<file path="config.mk">
export PLATFORM = sky130hd
export DESIGN_NAME = brush_painter
export DESIGN_NICKNAME = d
export VERILOG_FILES = /design/src/rtl/paint_pkg.sv /design/src/rtl/event_fifo.sv /design/src/rtl/brush_painter.sv
export SDC_FILE = /design/constraint.sdc
export NUM_CORES = 1
export LEC_CHECK = 0
export BUFFER_PORTS_ARGS = -buffer_cell sky130_fd_sc_hd__buf_2
export CORE_ASPECT_RATIO = 1.25
export CORE_MARGIN = 1.5
export CORE_UTILIZATION = 45
export CTS_BUF_LIST = sky130_fd_sc_hd__clkbuf_8 sky130_fd_sc_hd__clkbuf_16
export DETAILED_ROUTE_END_ITERATION = 6
export HOLD_SLACK_MARGIN = 0.08
export PLACE_DENSITY = 0.68
export SYNTH_ARGS = -nofsm -noshare
export SYNTH_HDL_FRONTEND = slang
export SYNTH_SLANG_ARGS = --single-unit
</file>
<file path="constraint.sdc">
create_clock -name clk -period 4.8 [get_ports clk]
set_input_delay 0.96 -clock clk [delete_from_list [all_inputs] [get_ports clk]]
set_output_delay 0.96 -clock clk [all_outputs]
set_load 0.1 [all_outputs]
</file>
<file path="src/rtl/paint_pkg.sv">
// Shared types for the brush painter: FSM states, the queued brush event and
// default framebuffer geometry.
package paint_pkg;

    typedef enum logic [1:0] {
        IDLE,
        SETUP,
        PAINT
    } state_t;

    typedef struct packed {
        logic [1:0] r;
        logic [2:0] color;
        logic [7:0] x;
        logic [7:0] y;
    } brush_evt_t;

    localparam int FB_WIDTH  = 160;
    localparam int FB_HEIGHT = 120;

endpackage

</file>
<file path="src/rtl/event_fifo.sv">
// Small synchronous FIFO of brush events. Read data is taken straight from the
// head slot, so the popped entry is visible in the same cycle as pop.
module event_fifo
    import paint_pkg::*;
#(
    parameter int DEPTH = 4
) (
    input  logic       clk,
    input  logic       srst,
    input  logic       push,
    input  brush_evt_t push_data,
    input  logic       pop,
    output brush_evt_t pop_data,
    output logic       full,
    output logic       empty
);

    localparam int PTR_W = $clog2(DEPTH);

    brush_evt_t       mem_reg [DEPTH];
    logic [PTR_W-1:0] wr_ptr_reg;
    logic [PTR_W-1:0] rd_ptr_reg;
    logic [PTR_W:0]   count_reg;
    logic             do_push;
    logic             do_pop;

    assign full     = (count_reg == (PTR_W+1)'(DEPTH));
    assign empty    = (count_reg == '0);
    assign do_pop   = pop & ~empty;
    // A full FIFO still accepts a push when the head leaves in the same cycle.
    assign do_push  = push & (~full | do_pop);
    assign pop_data = mem_reg[rd_ptr_reg];

    always_ff @(posedge clk) begin
        if (do_push) begin
            mem_reg[wr_ptr_reg] <= push_data;
        end
    end

    always_ff @(posedge clk) begin
        if (srst) begin
            wr_ptr_reg <= '0;
            rd_ptr_reg <= '0;
            count_reg  <= '0;
        end else begin
            if (do_push) begin
                wr_ptr_reg <= wr_ptr_reg + 1'b1;
            end
            if (do_pop) begin
                rd_ptr_reg <= rd_ptr_reg + 1'b1;
            end
            case ({do_push, do_pop})
                2'b10:   count_reg <= count_reg + 1'b1;
                2'b01:   count_reg <= count_reg - 1'b1;
                default: count_reg <= count_reg;
            endcase
        end
    end

endmodule

</file>
<file path="src/rtl/brush_painter.sv">
// Turns decoded brush/config commands into clipped square stamps of framebuffer
// writes, issued one pixel per arbiter grant.
module brush_painter
    import paint_pkg::*;
#(
    parameter int          WIDTH      = FB_WIDTH,
    parameter int          HEIGHT     = FB_HEIGHT,
    parameter int          FIFO_DEPTH = 4,
    parameter logic [2:0]  COLOR_RST  = 3'd7,
    localparam int         ADDR_W     = $clog2(WIDTH*HEIGHT)
) (
    input  logic              clk,
    input  logic              reset,
    input  logic              brushUpdate,
    input  logic [7:0]        x,
    input  logic [7:0]        y,
    input  logic [2:0]        newColorUpdate,
    input  logic              updateConfig,
    input  logic              fbGrant,
    output logic              fbWe,
    output logic [ADDR_W-1:0] fbAddr,
    output logic [2:0]        fbData,
    output logic              busy,
    output logic              overflow
);

    localparam logic [7:0]        X_LIM = 8'(WIDTH);
    localparam logic [7:0]        Y_LIM = 8'(HEIGHT);
    localparam logic signed [9:0] X_MAX = 10'(WIDTH - 1);
    localparam logic signed [9:0] Y_MAX = 10'(HEIGHT - 1);

    state_t            state_reg, state_next;
    logic              brush_q_reg, config_q_reg;
    logic              brush_edge, config_edge;
    logic [2:0]        color_reg;
    logic [1:0]        size_reg;
    logic              overflow_reg;
    brush_evt_t        evt_in, fifo_head, entry_reg;
    logic              fifo_full, fifo_empty, fifo_push, fifo_pop;
    logic [7:0]        px_reg, py_reg, px0_reg, px1_reg, py1_reg;
    logic [ADDR_W-1:0] row_base_reg;

    logic signed [9:0] cx, cy, rr, lo_x, hi_x, lo_y, hi_y;
    logic [7:0]        px0_c, px1_c, py0_c, py1_c;
    logic              entry_ok;
    logic [ADDR_W-1:0] row_part [8];
    logic [ADDR_W-1:0] row_base_c;

    assign brush_edge  = brushUpdate & ~brush_q_reg;
    assign config_edge = updateConfig & ~config_q_reg;

    // A config edge in the same cycle as a brush edge already applies to that event.
    always_comb begin
        evt_in.r     = config_edge ? x[1:0] : size_reg;
        evt_in.color = config_edge ? newColorUpdate : color_reg;
        evt_in.x     = x;
        evt_in.y     = y;
    end

    assign fifo_pop  = (state_reg == IDLE) & ~fifo_empty;
    assign fifo_push = brush_edge & (~fifo_full | fifo_pop);

    event_fifo #(
        .DEPTH(FIFO_DEPTH)
    ) u_fifo (
        .clk      (clk),
        .srst     (reset),
        .push     (fifo_push),
        .push_data(evt_in),
        .pop      (fifo_pop),
        .pop_data (fifo_head),
        .full     (fifo_full),
        .empty    (fifo_empty)
    );

    // Clipped stamp bounds from the popped entry, evaluated while in SETUP.
    always_comb begin
        cx       = signed'({2'b00, entry_reg.x});
        cy       = signed'({2'b00, entry_reg.y});
        rr       = signed'({8'b0, entry_reg.r});
        lo_x     = cx - rr;
        hi_x     = cx + rr;
        lo_y     = cy - rr;
        hi_y     = cy + rr;
        px0_c    = (lo_x < 0) ? 8'd0 : lo_x[7:0];
        py0_c    = (lo_y < 0) ? 8'd0 : lo_y[7:0];
        px1_c    = (hi_x > X_MAX) ? X_MAX[7:0] : hi_x[7:0];
        py1_c    = (hi_y > Y_MAX) ? Y_MAX[7:0] : hi_y[7:0];
        entry_ok = (entry_reg.x < X_LIM) && (entry_reg.y < Y_LIM);
    end

    // Row base is a sum of shifted WIDTH terms selected by the bits of py0.
    genvar gi;
    generate
        for (gi = 0; gi < 8; gi++) begin : g_row
            assign row_part[gi] = py0_c[gi] ? (ADDR_W'(WIDTH) << gi) : '0;
        end
    endgenerate

    always_comb begin
        row_base_c = '0;
        for (int b = 0; b < 8; b++) begin
            row_base_c = row_base_c + row_part[b];
        end
    end

    always_ff @(posedge clk) begin
        if (reset) begin
            state_reg <= IDLE;
        end else begin
            state_reg <= state_next;
        end
    end

    always_comb begin
        state_next = state_reg;
        case (state_reg)
            IDLE:    if (!fifo_empty) state_next = SETUP;
            SETUP:   state_next = entry_ok ? PAINT : IDLE;
            PAINT:   if (fbGrant && px_reg == px1_reg && py_reg == py1_reg) state_next = IDLE;
            default: state_next = IDLE;
        endcase
    end

    always_comb begin
        fbWe     = (state_reg == PAINT);
        fbAddr   = fbWe ? (row_base_reg + ADDR_W'(px_reg)) : '0;
        fbData   = fbWe ? entry_reg.color : 3'd0;
        busy     = (state_reg != IDLE) | ~fifo_empty;
        overflow = overflow_reg;
    end

    always_ff @(posedge clk) begin
        if (reset) begin
            brush_q_reg  <= 1'b0;
            config_q_reg <= 1'b0;
            color_reg    <= COLOR_RST;
            size_reg     <= 2'd0;
            overflow_reg <= 1'b0;
            entry_reg    <= '0;
            px_reg       <= '0;
            py_reg       <= '0;
            px0_reg      <= '0;
            px1_reg      <= '0;
            py1_reg      <= '0;
            row_base_reg <= '0;
        end else begin
            brush_q_reg  <= brushUpdate;
            config_q_reg <= updateConfig;
            if (config_edge) begin
                color_reg <= newColorUpdate;
                size_reg  <= x[1:0];
            end
            if (brush_edge && fifo_full && !fifo_pop) begin
                overflow_reg <= 1'b1;
            end
            if (fifo_pop) begin
                entry_reg <= fifo_head;
            end
            if (state_reg == SETUP) begin
                px0_reg      <= px0_c;
                px1_reg      <= px1_c;
                py1_reg      <= py1_c;
                px_reg       <= px0_c;
                py_reg       <= py0_c;
                row_base_reg <= row_base_c;
            end else if (state_reg == PAINT && fbGrant) begin
                if (px_reg == px1_reg) begin
                    px_reg       <= px0_reg;
                    py_reg       <= py_reg + 8'd1;
                    row_base_reg <= row_base_reg + ADDR_W'(WIDTH);
                end else begin
                    px_reg <= px_reg + 8'd1;
                end
            end
        end
    end

endmodule

</file>
### Word level (Yosys, flattened, before mapping)

Memory sizes are Yosys's and may differ from the RTL's. A register that Yosys moved wholly into a read port is not among the register bits.
Index checks and enable logic that the tools add are counted.

| cells by class | value |
|---|---|
| add/sub/neg operators | 19 |
| $lt $le $gt $ge | 6 |
| equality and inequality tests | 9 |
| muxes and demuxes | 32 |
| bitwise logic cells | 13 |
| reduce and logical (&&, ||, !) cells | 15 |

Operators by type and width:

| cell | number |
|---|---|
| $mux 8 | 11 |
| $mux 15 | 5 |
| $add 8x2->9 | 2 |
| $lt 9x1->1 const B | 2 |
| $sub 8x2->9 | 2 |
| $add 8x1->8 const B | 2 |
| $eq 8x8->1 | 2 |
| $add 14x14->15 | 1 |
| $add 15x15->15 | 1 |
| $add 15x8->15 | 1 |
| $add 15x8->15 const B | 1 |
| $add 13x13->14 | 1 |
| $mux 14 | 1 |
| $add 12x12->13 | 1 |
| $mux 13 | 1 |
| $add 11x11->12 | 1 |
| $mux 12 | 1 |
| $add 10x10->11 | 1 |
| $mux 11 | 1 |
| $add 8x9->10 | 1 |
| $mux 10 | 1 |
| $gt 9x7->1 const B | 1 |
| $gt 9x8->1 const B | 1 |
| $mux 9 | 1 |
| other kinds (24) | 51 |

| storage, ports and cells | value |
|---|---|
| register bits | 72 |
| bits in writable memories | 84 |
| bits of input ports | 24 |
| output and inout bits | 21 |
| word-level logic and storage cells | 110 |
| memories kept | 1 |

Memory list:

| name | depth | width | read ports | clocked after Yosys merged registers in | wr ports | line | source |
|---|---|---|---|---|---|---|---|
| u_fifo.mem_reg | 4 | 21 | 1 | 1 | 1 | event_fifo.sv:20 | `brush_evt_t mem_reg [DEPTH];` |

### Depth between registers and ports, before layout

| depth | value |
|---|---|
| depth after elaboration | 12 |
| mapped depth | 17 |
| depth with buffers taken out | 16 |

### Modules after synthesis

Synthesis repeated with hierarchy kept, for this count alone.

| unflattened totals | value |
|---|---|
| cells, all modules | 799 |
| area total of the unflattened synthesis | 8,602.0 µm² |

By module, submodules not included:

| module | times used | cells an instance | area each (µm²) | seq. area each (µm²) |
|---|---|---|---|---|
| brush_painter | 1 | 636 | 5,086.1 | 1,621.6 |
| event_fifo | 1 | 163 | 3,515.9 | 2,702.6 |

### Least setup slack after synthesis

Ideal clock, no wire load.

| path | value |
|---|---|
| path kind | register to output |
| from | reg px_reg[6] |
| to | out fbAddr[8] |
| arrival | 3.239 ns |
| required time | 3.840 ns |
| path slack | 0.601 ns |
| cell stages (with the launch flop) | 6 |
| path buffers | 0 |
| path through | dfxtp_1 -> ha_1 -> a21oi_1 -> nor2b_1 -> o21a_1 -> nor3_1 |

| on the way | value |
|---|---|
| cells in the longest elaborated chain, start to end | 2 |

RTL lines:

| item | line | source |
|---|---|---|
| start: declaration | brush_painter.sv:40 | `logic [7:0] px_reg, py_reg, px0_reg, px1_reg, py1_reg;` |
| start signal: assignment | brush_painter.sv:164 | `px_reg <= px0_c;` |
| start signal: assignment | brush_painter.sv:169 | `px_reg <= px0_reg;` |
| start signal: assignment | brush_painter.sv:173 | `px_reg <= px_reg + 8'd1;` |
| $add 15x8->15 | brush_painter.sv:127 | `fbAddr = fbWe ? (row_base_reg + ADDR_W'(px_reg)) : '0;` |
| $mux 15 | brush_painter.sv:127 |  |
| end: declaration | brush_painter.sv:21 | `output logic [ADDR_W-1:0] fbAddr,` |

Every way passes these cells.

### Final worst setup path

| path | value |
|---|---|
| from | reg, netlist name entry_reg[19] |
| to | reg row_base_reg[14] |

| on the way | value |
|---|---|
| cells in the longest elaborated chain, start to end | 12 |
| elaborated cells on any way between the ends | 19 |
| those cells by class | 8 x add/sub; 1 x order compare; 10 x mux |

RTL lines:

| item | line | source |
|---|---|---|
| $sub 8x2->9 (*) | brush_painter.sv:83 | `lo_y = cy - rr;` |
| $lt 9x1->1 | brush_painter.sv:86 | `py0_c = (lo_y < 0) ? 8'd0 : lo_y[7:0];` |
| $mux 8 (*) | brush_painter.sv:86 |  |
| $mux 8 or $mux 9 (tied branches) | brush_painter.sv:96 | `assign row_part[gi] = py0_c[gi] ? (ADDR_W'(WIDTH) << gi) : '0;` |
| $add 8x9->10 | brush_painter.sv:103 | `row_base_c = row_base_c + row_part[b];` |
| $add 10x10->11 | brush_painter.sv:103 |  |
| $add 11x11->12 | brush_painter.sv:103 |  |
| $add 12x12->13 | brush_painter.sv:103 |  |
| $add 13x13->14 | brush_painter.sv:103 |  |
| $add 14x14->15 | brush_painter.sv:103 |  |
| $add 15x15->15 (*) | brush_painter.sv:103 |  |
| $mux 15 (*) | brush_painter.sv:160 | `if (state_reg == SETUP) begin` |
| end signal: assignment | brush_painter.sv:166 | `row_base_reg <= row_base_c;` |
| end signal: assignment | brush_painter.sv:171 | `row_base_reg <= row_base_reg + ADDR_W'(WIDTH);` |
| end: declaration | brush_painter.sv:41 | `logic [ADDR_W-1:0] row_base_reg;` |

Every way passes the cells marked *; elsewhere a longest branch is shown, timed or not.
A chain may end at the register's enable or synchronous reset.

==> results by group <==
Clock network
  • Root Driver: clkbuf_16
  • H-tree depth: 4
  • TritonCTS clock tree: done
  • CTS resizes: 0
  • Setup Buffers After CTS: 0
  • Worst skew pair latency: ~0.42 ns
  • CTS Buf Count: 17
  • Clk sinks: 172
  • Clk pin slew, worst setup/hold paths: 0.07 ns
  • Clock Tree Buf Depth: 2
  • CTS Hold Bufs: 0

Global route
  • Met3 Use GR: under 10%
  • Vias in the first global route: slightly below 6000
  • All-Layer GR Usage: between 10% and 20%
  • GRT overflow: 0
  • First-pass GRT wire length: 28.50 mm
  • GRT busiest layer: met2
  • GR Util met2: approximately a third
  • Largest net degree at the start of global routing: 52
  • Antenna violations before repair: 0
  • Met1 Usage GRT: between 20% and 30%

Setup path
  • Worst Path Required: 5.11 ns
  • CP endpoint kind: flop
  • Arr. time, crit path: ~4.5 ns
  • CP Class: reg -> reg
  • CP max FO: 8
  • Startpoint types: flop
  • Worst reg2reg path depth: 14

Pwr
  • Seq pwr share: around a third
  • Clock power frac: 21.7%
  • Peak supply drop: between 0.4 and 0.5 mV
  • Comb pwr share: between 40% and 50%
  • Switching Power: about 2.6 mW
  • Power per cell area: 658.1 nW/µm²
  • P_leak: around 3.5 nW
  • P_int: about 3.6 mW
  • Switch share: between 40% and 50%

Routing
  • DRT antenna net count: 0
  • Pre-Repair DR Iteration Count: 4
  • Total number of vias: ~5900
  • DRC: 0
  • Initial drt markers: between 300 and 400
  • Final WL: 17.09 mm
  • Via-to-Cell Ratio: roughly 5.5
  • DR WL/cell: 15.81 µm

STA
  • Worst rel slew slack: between 20 and 30%
  • Final Max Slew Viols: 0
  • RSZ-0062 raised after global routing: no
  • Fmax: between 200 and 250 MHz
  • Final period util: between 80 and 90%
  • Tmin final: ~4.1 ns
  • Worst slew pin tran: between 1 and 1.5 ns
  • Worst setup skew after layout: between 0.007 and 0.008 ns
  • Final hold vios: 0
  • Setup TNS: 0 ns
  • Final count of negative-setup-slack endpoints: 0

Floorplan
  • Die X: between 100 and 150 µm
  • Core Box Area: 18710 µm²
  • Top-level port count: 45
  • Number of cell rows: 56
  • Full die area: 19820 µm²
  • Initial Utilization: a little under half
  • Die height: ~160 µm

Synth
  • Post-synth cell types: 68
  • Yosys warnings: 0
  • Cell count after synthesis: 812
  • Async S/R FF share, synth: 0%
  • Register area share after synthesis: ~50%
  • #FFs+latches synth: between 150 and 200
  • Synth top area cells: edfxtp_1, dfxtp_1, mux4_2, a21oi_1, nand2_1
  • Synth top area share: 29.53%
  • Main synth FF type: dfxtp_1
  • Synth Net Count: just under 900
  • Mean Syn Cell Area: 10.52 µm²
  • Cell accounting for the most synthesized area: edfxtp_1
  • Post-synthesis instance area: roughly 8500 µm²
  • Number of enable flip-flop cells after synthesis: 84

Layout
  • Area occupied by multi-input gates: between 3000 and 4000 µm²
  • Max FFs per register: 84
  • Antenna diode count: 0
  • Fin cells: 1081
  • Register area: ~4300 µm²
  • Ratio of cells with drive above 1 in the final layout: ~15%
  • Final Net Count: just under 900
  • Layout overhead on the synthesized area: 11.47%
  • Fillcell total: roughly 1700

Placement
  • # port buffers: 44
  • GPL Wtd Cong: slightly above 0.8
  • Detailed Place HPWL: approximately 11 mm
  • Placed cell count: 1049

Hold path
  • Hold path depth: 2
  • HP Class: reg -> reg

Flow run
  • Max-cap violations: 0

Run status
  • Status: completed
metal layers:
layer  part of all wire (%)  wire [µm]
met1                     44       7562
met2                     50       8602
met3                    3.4        580
met4                    2.0        340
met5                      0          0
power groups by stage:
stage | registers [mW] | logic (mW) | clock network [mW]
after global routing | 2.21 | 3.08 | 1.44
after detailed placement | 2.19 | 2.76 | 0
final | 2.15 | 2.75 | 1.36
after floorplan | 2.00 | 2.31 | 0
after global placement | 2.18 | 2.73 | 0
after CTS | 2.16 | 2.78 | 1.38
worst paths after layout:
kind	startpoint	end	slack [ns]
setup / recovery	entry_reg[19]	row_base_reg[14]	0.66
hold / removal	entry_reg[17]	entry_reg[17]	0.45
setup reg to reg	entry_reg[19]	row_base_reg[14]	0.66
hold reg to reg	entry_reg[17]	entry_reg[17]	0.45
metrics by stage:
| step | total power [mW] | area [µm²] | utilization (%) | worst slack [ns] | hold slack (ns) |
|---|---|---|---|---|---|
| 3_3_place_gp | 4.908 | 8934 | 47.75 | 0.7271 | 0.4396 |
| 4_1_cts | 6.324 | 9520 | 50.89 | 0.6460 | 0.4559 |
| 6_report | 6.265 | 9520 | 50.89 | 0.6614 | 0.4530 |
| 3_5_place_dp | 4.950 | 8934 | 47.75 | 0.6601 | 0.4446 |
| 5_1_grt | 6.730 | 9520 | 50.89 | 0.2888 | 0.4861 |
| 2_1_floorplan | 4.311 | 8541 | - | 0.6010 | 0.4317 |
final cells by class:
class                   instances  share of cell area [%]
clock buffers                  17                   4.468
clock inverters                15                   1.695
inverters                      22                  0.8674
multi-input cells             568                   41.74
flip-flops and latches        172                   45.00
well taps                     232                   3.049
repair buffers                 55                   3.180
critical path, cell delays in order (launching register included):
cell	delay [ns]
dfxtp_1	0.41
ha_1	0.19
inv_1	0.06
fa_1	0.43
or4_1	0.59
nor4_4	0.37
nand2b_1	0.25
inv_1	0.06
ha_1	0.29
a211oi_1	0.29
nor2_1	0.11
a2111oi_0	0.38
nor3_1	0.16
and3_1	0.19
a211o_1	0.26
synth_stat cells, types with 13 or more instances:
library cell,count
edfxtp_1,84
dfxtp_1,88
xor2_1,31
clkbuf_1,31
nand2_1,83
nor3_1,24
nor2_1,77
ha_1,24
nor2b_1,15
mux4_2,21
a21oi_1,64
and2_1,13
xnor2_1,20
inv_1,22
nand3_1,16
o21ai_0,33
kinds of logic (layout without fill, tap and decap cells):
family,Yosys count,in the layout,synth area share [%]
AOI/OAI and AO/OA,167,167,12.47
xor gates and xnor gates,51,51,5.230
adders and majority gates,30,30,4.922
buffers and inverters,72,109,3.340
DFF,172,172,50.16
muxes,36,36,7.428
and+or+nand+nor,284,284,16.45
cell usage in the layout, fill, tap and decap left out, types with 4 or more instances in the layout:
cell type / n
dfxtp_1: 88
edfxtp_1: 84
nand2_1: 83
nor2_1: 77
a21oi_1: 64
buf_2: 44
o21ai_0: 33
xor2_1: 31
nor3_1: 24
ha_1: 24
inv_1: 22
mux4_2: 21
xnor2_1: 20
clkbuf_16: 17
nand3_1: 16
nor2b_1: 14
and2_1: 13
a211oi_1: 12
buf_4: 11
nand2b_1: 10
mux2_2: 9
a311oi_1: 8
o21a_1: 8
nor4_1: 7
and3_1: 7
mux2i_1: 6
fa_1: 6
or4_1: 5
o31ai_1: 5
or2_2: 5
o211ai_1: 5
inv_6: 5
a22oi_1: 4
(Power assumes the default switching activity.)
